### src/rtl/i2c_reg_access.sv
// Register read/write sequencer driving an I2C byte master; one command in flight, one response out.
// Define I2C_REG16_EN for a 16-bit register pointer (adds the PTR_HI beat); default is an 8-bit pointer.
module i2c_reg_access #(
  parameter int TIMEOUT_CYCLES = 100000
) (
  input  logic        clock,
  input  logic        reset,
  input  logic        cmdValid,
  output logic        cmdReady,
  input  logic        cmdRead,
  input  logic [6:0]  cmdDev,
  input  logic [15:0] cmdReg,
  input  logic [7:0]  cmdWdata,
  output logic        rspValid,
  input  logic        rspReady,
  output logic [7:0]  rspData,
  output logic        rspErr,
  output logic [6:0]  i2cAddr,
  output logic        i2cRdWr,
  output logic [7:0]  i2cInData,
  output logic        i2cInValid,
  input  logic        i2cInReady,
  input  logic [7:0]  i2cOutData,
  input  logic        i2cOutValid,
  output logic        i2cOutReady
);
  localparam int TW = $clog2(TIMEOUT_CYCLES + 1);
  localparam logic [TW-1:0] TMO_MAX = TW'(TIMEOUT_CYCLES);

`ifdef I2C_REG16_EN
  typedef enum logic [2:0] {IDLE, PTR_HI, PTR_LO, WDATA, GAP, RD_REQ, RD_WAIT, RESP} state_t;
  localparam int RW = 16;
`else
  typedef enum logic [2:0] {IDLE, PTR_LO, WDATA, GAP, RD_REQ, RD_WAIT, RESP} state_t;
  localparam int RW = 8;
  logic unused_reg_hi;
  assign unused_reg_hi = ^cmdReg[15:8];
`endif

  state_t          state_q, state_d;
  logic            read_q, read_d;
  logic [6:0]      dev_q, dev_d;
  logic [RW-1:0]   reg_q, reg_d;
  logic [7:0]      wdata_q, wdata_d;
  logic [7:0]      rdata_q, rdata_d;
  logic            err_q, err_d;
  logic [TW-1:0]   tmo_q, tmo_d;
  logic            cmd_ready_q, cmd_ready_d;
  logic            in_valid, out_ready, in_hs;
  logic [7:0]      in_data;

  // Master-facing strobes decode from the state register only, so they are glitch-free.
  always_comb begin
    in_valid  = 1'b0;
    out_ready = 1'b0;
    in_data   = 8'h00;
    case (state_q)
`ifdef I2C_REG16_EN
      PTR_HI:  begin in_valid = 1'b1; in_data = reg_q[15:8]; end
`endif
      PTR_LO:  begin in_valid = 1'b1; in_data = reg_q[7:0]; end
      WDATA:   begin in_valid = 1'b1; in_data = wdata_q; end
      RD_REQ:  begin in_valid = 1'b1; in_data = 8'h01; end
      RD_WAIT: out_ready = 1'b1;
      default: ;
    endcase
  end

  assign in_hs = in_valid & i2cInReady;

  always_comb begin
    state_d = state_q;
    read_d  = read_q;
    dev_d   = dev_q;
    reg_d   = reg_q;
    wdata_d = wdata_q;
    rdata_d = rdata_q;
    err_d   = err_q;
    tmo_d   = '0;
    case (state_q)
      IDLE: if (cmdValid && cmd_ready_q) begin
        read_d  = cmdRead;
        dev_d   = cmdDev;
        reg_d   = cmdReg[RW-1:0];
        wdata_d = cmdWdata;
        err_d   = 1'b0;
`ifdef I2C_REG16_EN
        state_d = PTR_HI;
`else
        state_d = PTR_LO;
`endif
      end
`ifdef I2C_REG16_EN
      PTR_HI:  if (in_hs) state_d = PTR_LO;
`endif
      PTR_LO:  if (in_hs) state_d = read_q ? GAP : WDATA;
      WDATA:   if (in_hs) begin state_d = RESP; rdata_d = 8'h00; end
      GAP:     state_d = RD_REQ;
      RD_REQ:  if (in_hs) state_d = RD_WAIT;
      RD_WAIT: if (i2cOutValid) begin state_d = RESP; rdata_d = i2cOutData; end
      RESP:    if (rspReady) state_d = IDLE;
      default: state_d = IDLE;
    endcase
    // Stall watchdog: only counts while a handshake is pending and unanswered.
    if ((in_valid || out_ready) && state_d == state_q) begin
      tmo_d = tmo_q + 1'b1;
      if (tmo_d == TMO_MAX) begin
        state_d = RESP;
        rdata_d = 8'hFF;
        err_d   = 1'b1;
        tmo_d   = '0;
      end
    end
    cmd_ready_d = (state_d == IDLE);
  end

  always_ff @(posedge clock) begin
    if (!reset) begin
      state_q     <= IDLE;
      read_q      <= 1'b0;
      dev_q       <= '0;
      reg_q       <= '0;
      wdata_q     <= '0;
      rdata_q     <= '0;
      err_q       <= 1'b0;
      tmo_q       <= '0;
      cmd_ready_q <= 1'b0;
    end else begin
      state_q     <= state_d;
      read_q      <= read_d;
      dev_q       <= dev_d;
      reg_q       <= reg_d;
      wdata_q     <= wdata_d;
      rdata_q     <= rdata_d;
      err_q       <= err_d;
      tmo_q       <= tmo_d;
      cmd_ready_q <= cmd_ready_d;
    end
  end

  assign cmdReady    = cmd_ready_q;
  assign rspValid    = (state_q == RESP);
  assign rspData     = rdata_q;
  assign rspErr      = err_q;
  assign i2cAddr     = dev_q;
  assign i2cRdWr     = (state_q == RD_REQ) || (state_q == RD_WAIT);
  assign i2cInData   = in_data;
  assign i2cInValid  = in_valid;
  assign i2cOutReady = out_ready;

endmodule

### config.mk
export PLATFORM = sky130hd
export DESIGN_NAME = i2c_reg_access
export DESIGN_NICKNAME = d
export VERILOG_FILES = /design/src/rtl/i2c_reg_access.sv
export SDC_FILE = /design/constraint.sdc
export NUM_CORES = 1
export LEC_CHECK = 0
export ABC_AREA = 1
export CAP_MARGIN = 20
export CORE_ASPECT_RATIO = 1.1
export CORE_MARGIN = 2
export CORE_UTILIZATION = 50
export DETAILED_ROUTE_END_ITERATION = 10
export MAX_ROUTING_LAYER = met4
export PLACE_DENSITY = 0.83
export SLEW_MARGIN = 30
export SYNTH_ARGS = -nofsm -noshare
export SYNTH_HDL_FRONTEND = slang
export SYNTH_SLANG_ARGS = --single-unit
export TNS_END_PERCENT = 20
### constraint.sdc
create_clock -name clock -period 4.6 [get_ports clock]
set_input_delay 0.92 -clock clock [delete_from_list [all_inputs] [get_ports clock]]
set_output_delay 0.92 -clock clock [all_outputs]
set_load 0.01 [all_outputs]
=== Word level (Yosys, flattened, before mapping) ===
Cells that the tools add are included.

* Reductions and logical operators: 9
* Add/sub/neg operators: 1
* Bitwise gates (word level): 3
* Muxes and demuxes: 22
* Equality and inequality tests: 8

{| class="wikitable"
|+ Operators by type and width
! kind !! number
|-
| $mux W8 || 4
|-
| $mux W3 || 8
|-
| $pmux W8 S3 || 1
|-
| $pmux W3 S7 || 1
|-
| $add A17 B1 Y17 const B || 1
|-
| $eq A17 B17 Y1 const B || 1
|-
| $pmux W8 S2 || 1
|-
| $eq A3 B3 Y1 const B || 3
|-
| $mux W1 || 7
|-
| $eq A3 B2 Y1 const B || 2
|-
| $logic_not A3 Y1 || 2
|-
| $reduce_or A3 Y1 || 2
|-
| $eq A3 B1 Y1 const B || 1
|-
| $eq A3 B3 Y1 || 1
|-
| $logic_and A1 B1 Y1 || 2
|-
| $logic_or A1 B1 Y1 || 2
|-
| $not A1 Y1 || 2
|-
| $reduce_and A2 Y1 || 1
|-
| $and A1 B1 Y1 || 1
|}

* Input bits: 46
* Flip-flop bits (word level): 54
* Output and inout bits: 29
* Word-level logic and storage cells: 52

=== Longest topological paths before layout ===
* Depth in word-level cells: 10
* Gate-level depth with buffers: 13
* Depth with buffers taken out: 12

=== Least setup slack after synthesis ===
No wires, ideal clock.

* Path kind: input-to-reg
* Start: in i2cOutValid
* End: reg tmo_q[15]
* Stages on the path: 9
* Arrival time: 2.044 ns
* Required time: 4.538 ns
* Setup time: 0.062 ns
* Slack: 2.494 ns
* Buffers on the path: 2
* Path through: buf_1 > nand2_2 > nand3_1 > nand2_1 > nand2_1 > a211oi_2 > nand2_4 > buf_6 > nor2_2

* Cells in the longest elaborated chain, start to end: 6

{| class="wikitable"
|+ RTL lines
! element !! line !! text
|-
| start, declared || 24 || <nowiki>input logic i2cOutValid,</nowiki>
|-
| $mux W3 || 100 || <nowiki>RD_WAIT: if (i2cOutValid) begin state_d = RESP; rdata_d = i2cOutData; end</nowiki>
|-
| $pmux W3 S7 || 80 || <nowiki>case (state_q)</nowiki>
|-
| $eq A3 B3 Y1 || 105 || <nowiki>if ((in_valid || out_ready) && state_d == state_q) begin</nowiki>
|-
| $logic_and A1 B1 Y1 || 105 ||
|-
| $not A1 Y1 (no line) || - ||
|-
| $reduce_or A3 Y1 (no line) || - ||
|-
| end signal, assigned || 136 || <nowiki>tmo_q <= tmo_d;</nowiki>
|-
| end, declared || 47 || <nowiki>logic [TW-1:0] tmo_q, tmo_d;</nowiki>
|}

No other way between the ends.
A chain may end at the register's enable or synchronous reset.

=== Worst setup path in the final report ===
* Start: reg state_q[1]
* End: out i2cInValid

* Cells in the longest elaborated chain, start to end: 3
* Elaborated cells on any way between the ends: 5
* Classes of those cells: 3 x eq/ne; 1 x mux; 1 x reduce/logical

{| class="wikitable"
|+ RTL lines
! element !! line !! text
|-
| start, declared || 40 || <nowiki>state_t state_q, state_d;</nowiki>
|-
| start signal, assigned || 129 || <nowiki>state_q <= state_d;</nowiki>
|-
| $eq A3 B3 Y1 (tied with other cells) || 57 || <nowiki>case (state_q)</nowiki>
|-
| $reduce_or A3 Y1 (no line) (*) || - ||
|-
| $mux W1 (*) || 57 ||
|-
| end, declared || 21 || <nowiki>output logic i2cInValid,</nowiki>
|}

Mark *: on every way between the ends. The rest lies on a longest branch, timed or not.

==> reports/results.ini <==
[logic_synthesis]
synthMuxAreaShare_pct = 0
synth_cells = 371
synth-compound-area-share_pct = 12.3
syn_avg_cell_area_um2 = 7.10
synth_simple_gate_area_share_pct = 36.6
yosys-top-cells-area = dfxtp_1, nor2_1, nand2_1
synth_edf_count = 0
syn_area_mm2 = 0.00263
synth_flop_cell = dfxtp_1
synth.most_common_cell = nor2_1
synth_top_family_by_area = simple AND/OR/NAND/NOR gates
synth.yosys.seq_area_share_pct = 41.1
synth_fp_nets = 418
synth_top_cell_area_share_pct = 41.1
yosysTopAreaCell = dfxtp_1
synth.distinct_cells = 27
yosysWarnings = 0
async_reset_ff_share_pct = 0
synth-seq-cells = 54
synthTopCellsByCount = nor2_1, nand2_1, dfxtp_1, inv_1, nand3_1
synth_xor_area_share_pct = 1.33
synthAdderAreaFrac_pct = 0.475

[floorplan]
fp.dieH_um = 80.1
core_mm2 = 0.00503
num_io_pins = 75
rows = 27
start_util_pct = 52.3
dieWidth_um = 73.2
dieArea_mm2 = 0.00586

[critical_path]
path_cells = inv_1 -> nand2_1 -> nor2_2 -> inv_1 -> nand3_1 -> clkdlybuf4s50_1
path_class = flip-flop to output pin
critPathArrivalTime_ns = 1.97
critPathRequiredTime_ns = 3.68
path_buf_inv = 3
cpPeakStageDelay_ns = 0.55
crit_fanout = 10
cp_slowest_cell = clkdlybuf4s50_1
cp-end-kind = output pin
start_kind = flip-flop
crit_path_frequent_cell = inv_1
cpLargestDelayFamily = buffers and inverters

[pwr]
powerDensity_mw_per_mm2 = 323
power_switching_mw = 0.285
p_int_mw = 0.838
clkPwrFrac_pct = 34.2
p_leak_nw = 1.31
p_sw_share_pct = 25.4
peakVddDrop_mv = 0.171
combPwrFrac_pct = 18.8
p_seq_share_pct = 47.0

[finish]
ff_latch_area_mm2 = 0.00108
instances_no_fill = 495
antenna_cells = 0
multi_input_area_mm2 = 0.00133
layout-drive-gt1-share_pct = 11.4
final_net_count = 483
fillers = 461
syn_to_final_growth_pct = 32.0

[routing]
remaining_drc_errors = 0
detail_route.iter0.violations = 102
wl_per_cell_um = 12.3
num_vias = 2505
first_pass_iters = 4
drt-vias-per-instance = 5.06
drtAntennaViolNets = 0
wl_mm = 6.08

[place]
post-place-ws_ns = 1.67
dp.cells = 487
gp_congestion = 0.856
dp_hpwl_mm = 4.48
port_buffers = 66

[sta]
fin_skew_ns = 0.0102
finalSetupViolCount = 0
setup-tns-final_ns = 0
max_freq_mhz = 346
worstMarginPinSlew_ns = 0.688
fin_ws_ns = 1.71
finalCriticalPeriod_ns = 2.89
whs_ns = 0.460
fin_crit_sh_pct = 62.9
hold_viol = 0
slew_headroom_pct = 54.1
rsz0062_at_grt = no
slew_viol_final = 0

[clock_tree]
h-tree-depth = 2
cts_tree = yes
path_clk_slew_ns = 0.09
clk_latency_ns = 0.31
clk_path_buf_depth = 2
cts_setup_buffers = 0
cts.sinks = 54
cts_root_buffer = clkbuf_8
cts_resized = 0
holdBufCountCts = 0
cts_made_buffers = 5

[global_route]
antenna_found_initial = 0
grt_max_degree = 29
grt_usage_pct = 22.5
grt-ovfl-total = 0
grt_pass1_vias = 2353
grt_pass1_wl_mm = 10.2

[run_status]
status = finished, final reports clean

[run]
cap_violations = 0

[hold_path]
hp-class = flip-flop to flip-flop

-- final cells by class --
| cell class | instances | area share (%) |
|---|---|---|
| Inverter | 43 | 4.65 |
| Tap cell | 58 | 2.09 |
| Multi-Input combinational cell | 263 | 38.4 |
| Clock buffer | 6 | 2.38 |
| Timing Repair Buffer | 69 | 19.7 |
| Sequential cell | 54 | 31.1 |
| Clock inverter | 2 | 1.73 |
-- metal layers --
layer  share of wire [%]  vias up  GRT usage [%]
met5                   0        -              -
met3                 5.5        8           4.02
met1                  43     1123           26.6
met4                 1.8        0           8.70
met2                  49       61           37.9
li1                    -     1313              -
-- power by group through the flow --
stage,Clock (mW),Sequential [mW],Combinational (mW)
after global routing,0.410,0.532,0.236
after CTS,0.395,0.528,0.213
after global placement,0,0.537,0.207
after floorplan,0,0.540,0.115
after detailed placement,0,0.539,0.212
final,0.384,0.527,0.211
-- stage by stage --
step                      instance area (um2)  utilization (%)  total power, mW
final                                    3470             69.0             1.12
after global placement                   3330             66.2            0.744
after global routing                     3470             69.0             1.18
after CTS                                3470             69.0             1.14
after floorplan                          2630                -            0.655
after detailed placement                 3330             66.2            0.750
-- layout by cell type (no fill, tap or decap) --
cell,count
a211oi_2,1
a21oi_1,5
a21oi_2,9
a22o_1,7
buf_4,3
bufinv_16,2
clkbuf_8,6
clkdlybuf4s50_1,66
clkinv_1,3
dfxtp_1,54
ha_1,1
inv_1,40
nand2_1,58
nand2_2,5
nand2_4,2
nand3_1,36
nand3_2,3
nand3b_1,1
nand4_1,7
nor2_1,75
nor2_2,14
nor2_4,4
nor3_1,2
o21ai_0,26
o21bai_1,2
or2_2,1
xnor2_1,1
xor2_1,3
-- worst min-delay path: cells and delay by family (launching register included) --
kind,cells,cell delay [ns]
DFF,1,0.31
buffers and inverters,1,0.06
AOI/OAI and AO/OA,1,0.05
-- cell families after synthesis --
kind of cell,count (synthesis)
simple gates,208
buf+inv,54
flops,54
compound gates,50
xor+xnor,4
fa+ha+maj,1
-- flip-flops by register name (all words and copies together) (netlist names) --
signal and cells:
wdata_q 8, i2cAddr 7, state_q 3, rspData 8, rspErr 1, tmo_q 17
cmdReady 1, read_q 1, reg_q 8
-- path summary, 6_finish.rpt --
kind / startpoint / end / slack, ns / cells after the start
min reg2reg: read_q / read_q / 0.46 / 2
min: read_q / read_q / 0.46 / 2
max reg2reg: tmo_q[0] / state_q[0] / 2.39 / 10
max: state_q[1] / i2cInValid / 1.71 / 6
Power figures use the tool's default switching activity.
==> RTL edit 1, RTL diff (same flow settings) <==
The option `I2C_REG16_EN` is turned on by a define.
--- a/src/rtl/i2c_reg_access.sv
+++ b/src/rtl/i2c_reg_access.sv
@@ -1,4 +1,6 @@
 // Register read/write sequencer driving an I2C byte master; one command in flight, one response out.
 // Define I2C_REG16_EN for a 16-bit register pointer (adds the PTR_HI beat); default is an 8-bit pointer.
+`define I2C_REG16_EN
+
 module i2c_reg_access #(
   parameter int TIMEOUT_CYCLES = 100000
Behaviour: not the same (a bounded check fails within 4 cycles, from zero or initial values and one cycle with reset low).
==> RTL edit 1 against the unedited design <==
- sequential cell count is 8 higher
- fmax fell by 10%
- largest power group unchanged
- setup slack got worse by 330 ps
- critical path type unchanged
- worst hold slack got worse by 19 ps
- routed wire length increased by 27%
- synthesized cell count grew 10%
- total power is 23% higher
- design area up 16%
- largest cell class unchanged
- synthesized area grew 16%
==> RTL edit 1: results (changes against the unedited design) <==
Run status
  • Status: finished, final reports clean

Critical path
  • R2R Setup Slk: 2250 ps (-140 ps)
  • Worst Reg2Reg Path Length in Cells: 12 (+2)
  • CP max FO: 12 (+2)
  • Critical path endpoint: i2cRdWr
  • Critical Path Max Stage Delay: 570 ps (+20 ps)
  • RR Endpoint: cmdReady$_SDFF_PN0_

Logic synthesis
  • Sequential area share after synthesis: 0.408 (-0.00275)
  • Synth cell types: 34 (+26%)
  • Adder-cell share of the synthesized area: 0.00822 (+0.00347)
  • Compound-gate portion of the synthesized area: 0.234 (+0.111)
  • Top post-synthesis cells by area: dfxtp_1 41%, a21oi_1 8.1%, inv_1 7.4%, o21ai_0 7.4%, nand2_1 7.2%
  • Synth Net Count: 457 (+9.3%)
  • Top cells by count, synth: 62 x dfxtp_1, 60 x inv_1, 58 x nand2_1
  • Syn Inst Count: 409 (+10%)

Layout
  • Final non-filler cell total: 562 (+14%)
  • Share of layout cells above drive strength 1: 0.124 (+0.00929)
  • Fillers: 472 (+2.4%)
  • Nets: 528 (+9.3%)

Global routing
  • Vias in the first global route: 2,774 (+18%)
  • Largest net degree at the start of global routing: 67 (+130%)

Drt
  • Iteration-0 DRC Markers: 214 (+110%)
  • Wire per inst: 13.7 µm (+11%)
  • TritonRoute pass-1 iters: 5 (+1)

Pwr
  • Leakage: 0.00143 µW (+9.1%)
  • Net Sw Power: 347 µW (+22%)
  • IR drop worst, VDD: 0.226 mV (+32%)
  • Comb group: 218 µW (+3%)

Placed design
  • Input/output buffers: 74 (+12%)
  • DP Worst Slack: 1590 ps (-77.1 ps)
  • Hpwl dp: 5440 µm (+22%)
  • Placed cells: 546 (+12%)

Clock network
  • Worst skew pair latency: 340 ps (+30 ps)
  • CTS H-Tree Depth: 3 (+1)

Timing
  • WHS: 441 ps (-18.8 ps)
  • Clock skew: 9.38 ps (-0.782 ps)

Worst hold path
  • Worst Hold End: i2cAddr[5]$_SDFFE_PN0P_
[RTL edit 1: cell types whose count changed after synthesis, moves of 19 or more]
cell     before  now
a21oi_1       5   49
inv_1        40   60
nor2_1       75   27
o21ai_0      26   45
nand3_1      36   16
[RTL edit 1: kinds of logic (layout without fill, tap and decap cells)]
group           Yosys count  count (layout)
fa+ha+maj                 2               2
xor+xnor                  5               5
buf+inv                  77             153
simple gates            142             142
compound gates          121             121
flops                    62              62
[RTL edit 1: metal layers]
metal | part of all wire | vias up | global-route usage
li1 | - | 1499 | -
met1 | 0.42 | 1387 | 0.274
met2 | 0.50 | 94 | 0.404
met3 | 0.057 | 14 | 0.0526
met4 | 0.023 | 0 | 0.128
met5 | 0 | - | -
[RTL edit 1: layout make-up]
cell class / instances / share of cell area
clock buffers: 13 / 0.0418
clock inverters: 3 / 0.0161
inverters: 61 / 0.0566
multi-input cells: 270 / 0.368
flip-flops and latches: 62 / 0.307
well taps: 77 / 0.0238
repair buffers: 76 / 0.187
==> RTL edit 2, RTL diff (same flow settings) <==
Without the edit above. The 7 states of `state_t` get a one-hot encoding in 7 bits.
--- a/src/rtl/i2c_reg_access.sv
+++ b/src/rtl/i2c_reg_access.sv
@@ -32,5 +32,5 @@
   localparam int RW = 16;
 `else
-  typedef enum logic [2:0] {IDLE, PTR_LO, WDATA, GAP, RD_REQ, RD_WAIT, RESP} state_t;
+  typedef enum logic [6:0] {IDLE = 7'b0000001, PTR_LO = 7'b0000010, WDATA = 7'b0000100, GAP = 7'b0001000, RD_REQ = 7'b0010000, RD_WAIT = 7'b0100000, RESP = 7'b1000000} state_t;
   localparam int RW = 8;
   logic unused_reg_hi;
Behaviour: no difference found for any inputs over 10 cycles, from zero or initial values and one cycle with reset low; not proved beyond that.
==> RTL edit 2 against the unedited design <==
- setup slack worse by 340 ps
- fmax down 10%
- via count up 12%
- sequential cell count up 4
- synthesized area up 12%
- routed wire length up 7.1%
- design area up 10%
- critical endpoint is now i2cInData[0]
Power is not compared: it rests on default switching activity, and its combinational part moved more than twofold at a synthesized area within 25%.
==> RTL edit 2: results (changes against the unedited design) <==
Global routing
  • Largest net degree at the start of global routing: 44 (+52%)
  • First-pass GRT wire length: 11,200 µm (+9.4%)
  • GRT Total Usage: 0.218 (-0.00704)
  • Vias in the first global route: 2,673 (+14%)

Logic synthesis
  • Post-synth top flop: dfxtp_1
  • Post-synth top area share: 0.394 (-0.0166)
  • Async SR Flop Fraction: 0 (unchanged)
  • Sequential area share after synthesis: 0.394 (-0.0166)
  • Top cells by count, synth: 72 x nand2_1, 67 x inv_1, 58 x dfxtp_1
  • Synth Net Count: 461 (+10%)
  • Top post-synthesis cells by area: dfxtp_1 39%, nand2_1 9.2%, inv_1 8.5%, a21oi_1 4.9%, nand3_1 4.9%
  • Synth cell types: 35 (+30%)

Critical path
  • CP max FO: 11 (+1)
  • CP Data Arrival Time: 2310 ps (+340 ps)

Drt
  • Iteration-0 DRC Markers: 98 (-3.9%)
  • Routed WL: 6510 µm (+7.1%)
  • Via count: 2,803 (+12%)

Run status
  • Status: finished, final reports clean

Clock network
  • CTS H-Tree Depth: 3 (+1)
  • Clk pin slew, worst setup/hold paths: 70 ps (-20 ps)
  • CTS Buf Count: 9 (+4)
  • Worst skew pair latency: 340 ps (+30 ps)
  • CTS Buffer Depth: 2 (unchanged)

Placed design
  • Placer Congestion: 0.907 (+5.9%)
  • Hpwl dp: 4680 µm (+4.5%)

Layout
  • # diodes: 0 (unchanged)
  • Share of layout cells above drive strength 1: 0.145 (+0.0308)
  • Nets: 525 (+8.7%)
  • Max reg flops: 17 (unchanged)

Worst hold path
  • Hold WC Path Type: reg2reg

Timing
  • Clock skew: 7.64 ps (-2.52 ps)
  • Max transition margin: 0.414 (-0.127)

Pwr
  • IR drop worst, VDD: approximately 0.21 mV
  • Net Sw Power: ~260 µW
-- RTL edit 2: final cells by class --
cell class | count | area, µm²
clock buffers | 9 | 124
clock inverters | 7 | 70.1
fillers | 506 | 1900
inverters | 74 | 278
multi-input cells | 267 | 1440
flip-flops and latches | 58 | 1160
well taps | 77 | 96.3
repair buffers | 67 | 668
-- RTL edit 2: stage by stage --
step                      setup WS [ps]  power [µW]  area (µm²)  std cells
after floorplan                    2500         580        2950        413
after global placement             1610         626        3640        543
after detailed placement           1710         629        3640        543
after CTS                          1340        1080        3830        559
after global routing               1160        1120        3830        559
final                              1370        1070        3830        559
-- RTL edit 2: critical path: stages, from the launching register on --
cell and delay (ps):
dfxtp_1 350, nor3_2 300, nand3_1 410, o221ai_1 320
clkdlybuf4s50_1 600
-- RTL edit 2: cell families after synthesis --
family,synth area share
and+or+nand+nor,0.310
adders and majority gates,0.00849
DFF,0.394
AOI/OAI and AO/OA,0.161
buffers and inverters,0.119
xor gates and xnor gates,0.00849
-- RTL edit 2: power by group through the flow --
| stage | Sequential (µW) | Combinational [µW] | Clock, µW |
|---|---|---|---|
| 6_report | 523 | 94.3 | 456 |
| 5_1_grt | 525 | 105 | 489 |
| 4_1_cts | 523 | 94.5 | 465 |
| 3_5_place_dp | 534 | 94.4 | 0 |
| 3_3_place_gp | 534 | 92.2 | 0 |
| 2_1_floorplan | 535 | 44.3 | 0 |
-- RTL edit 2: per-layer routing --
layer	routed length, µm	track usage	share of wire
met1	2750	0.243	0.42
met2	3310	0.367	0.51
met3	328	0.0452	0.050
met4	121	0.115	0.019
met5	0	-	0
-- RTL edit 2: path summary, 6_finish.rpt --
check                                      startpoint                     to  slack [ps]  depth (start not counted)
worst min register to register  reg_q[1]$_SDFFE_PN0P_  reg_q[1]$_SDFFE_PN0P_         450                          2
worst max-delay path            state_q[4]$_SDFF_PN0_           i2cInData[0]        1370                          4
worst max register to register  state_q[4]$_SDFF_PN0_  state_q[1]$_SDFF_PN0_        2310                          8
worst min-delay path            reg_q[1]$_SDFFE_PN0P_  reg_q[1]$_SDFFE_PN0P_         450                          2
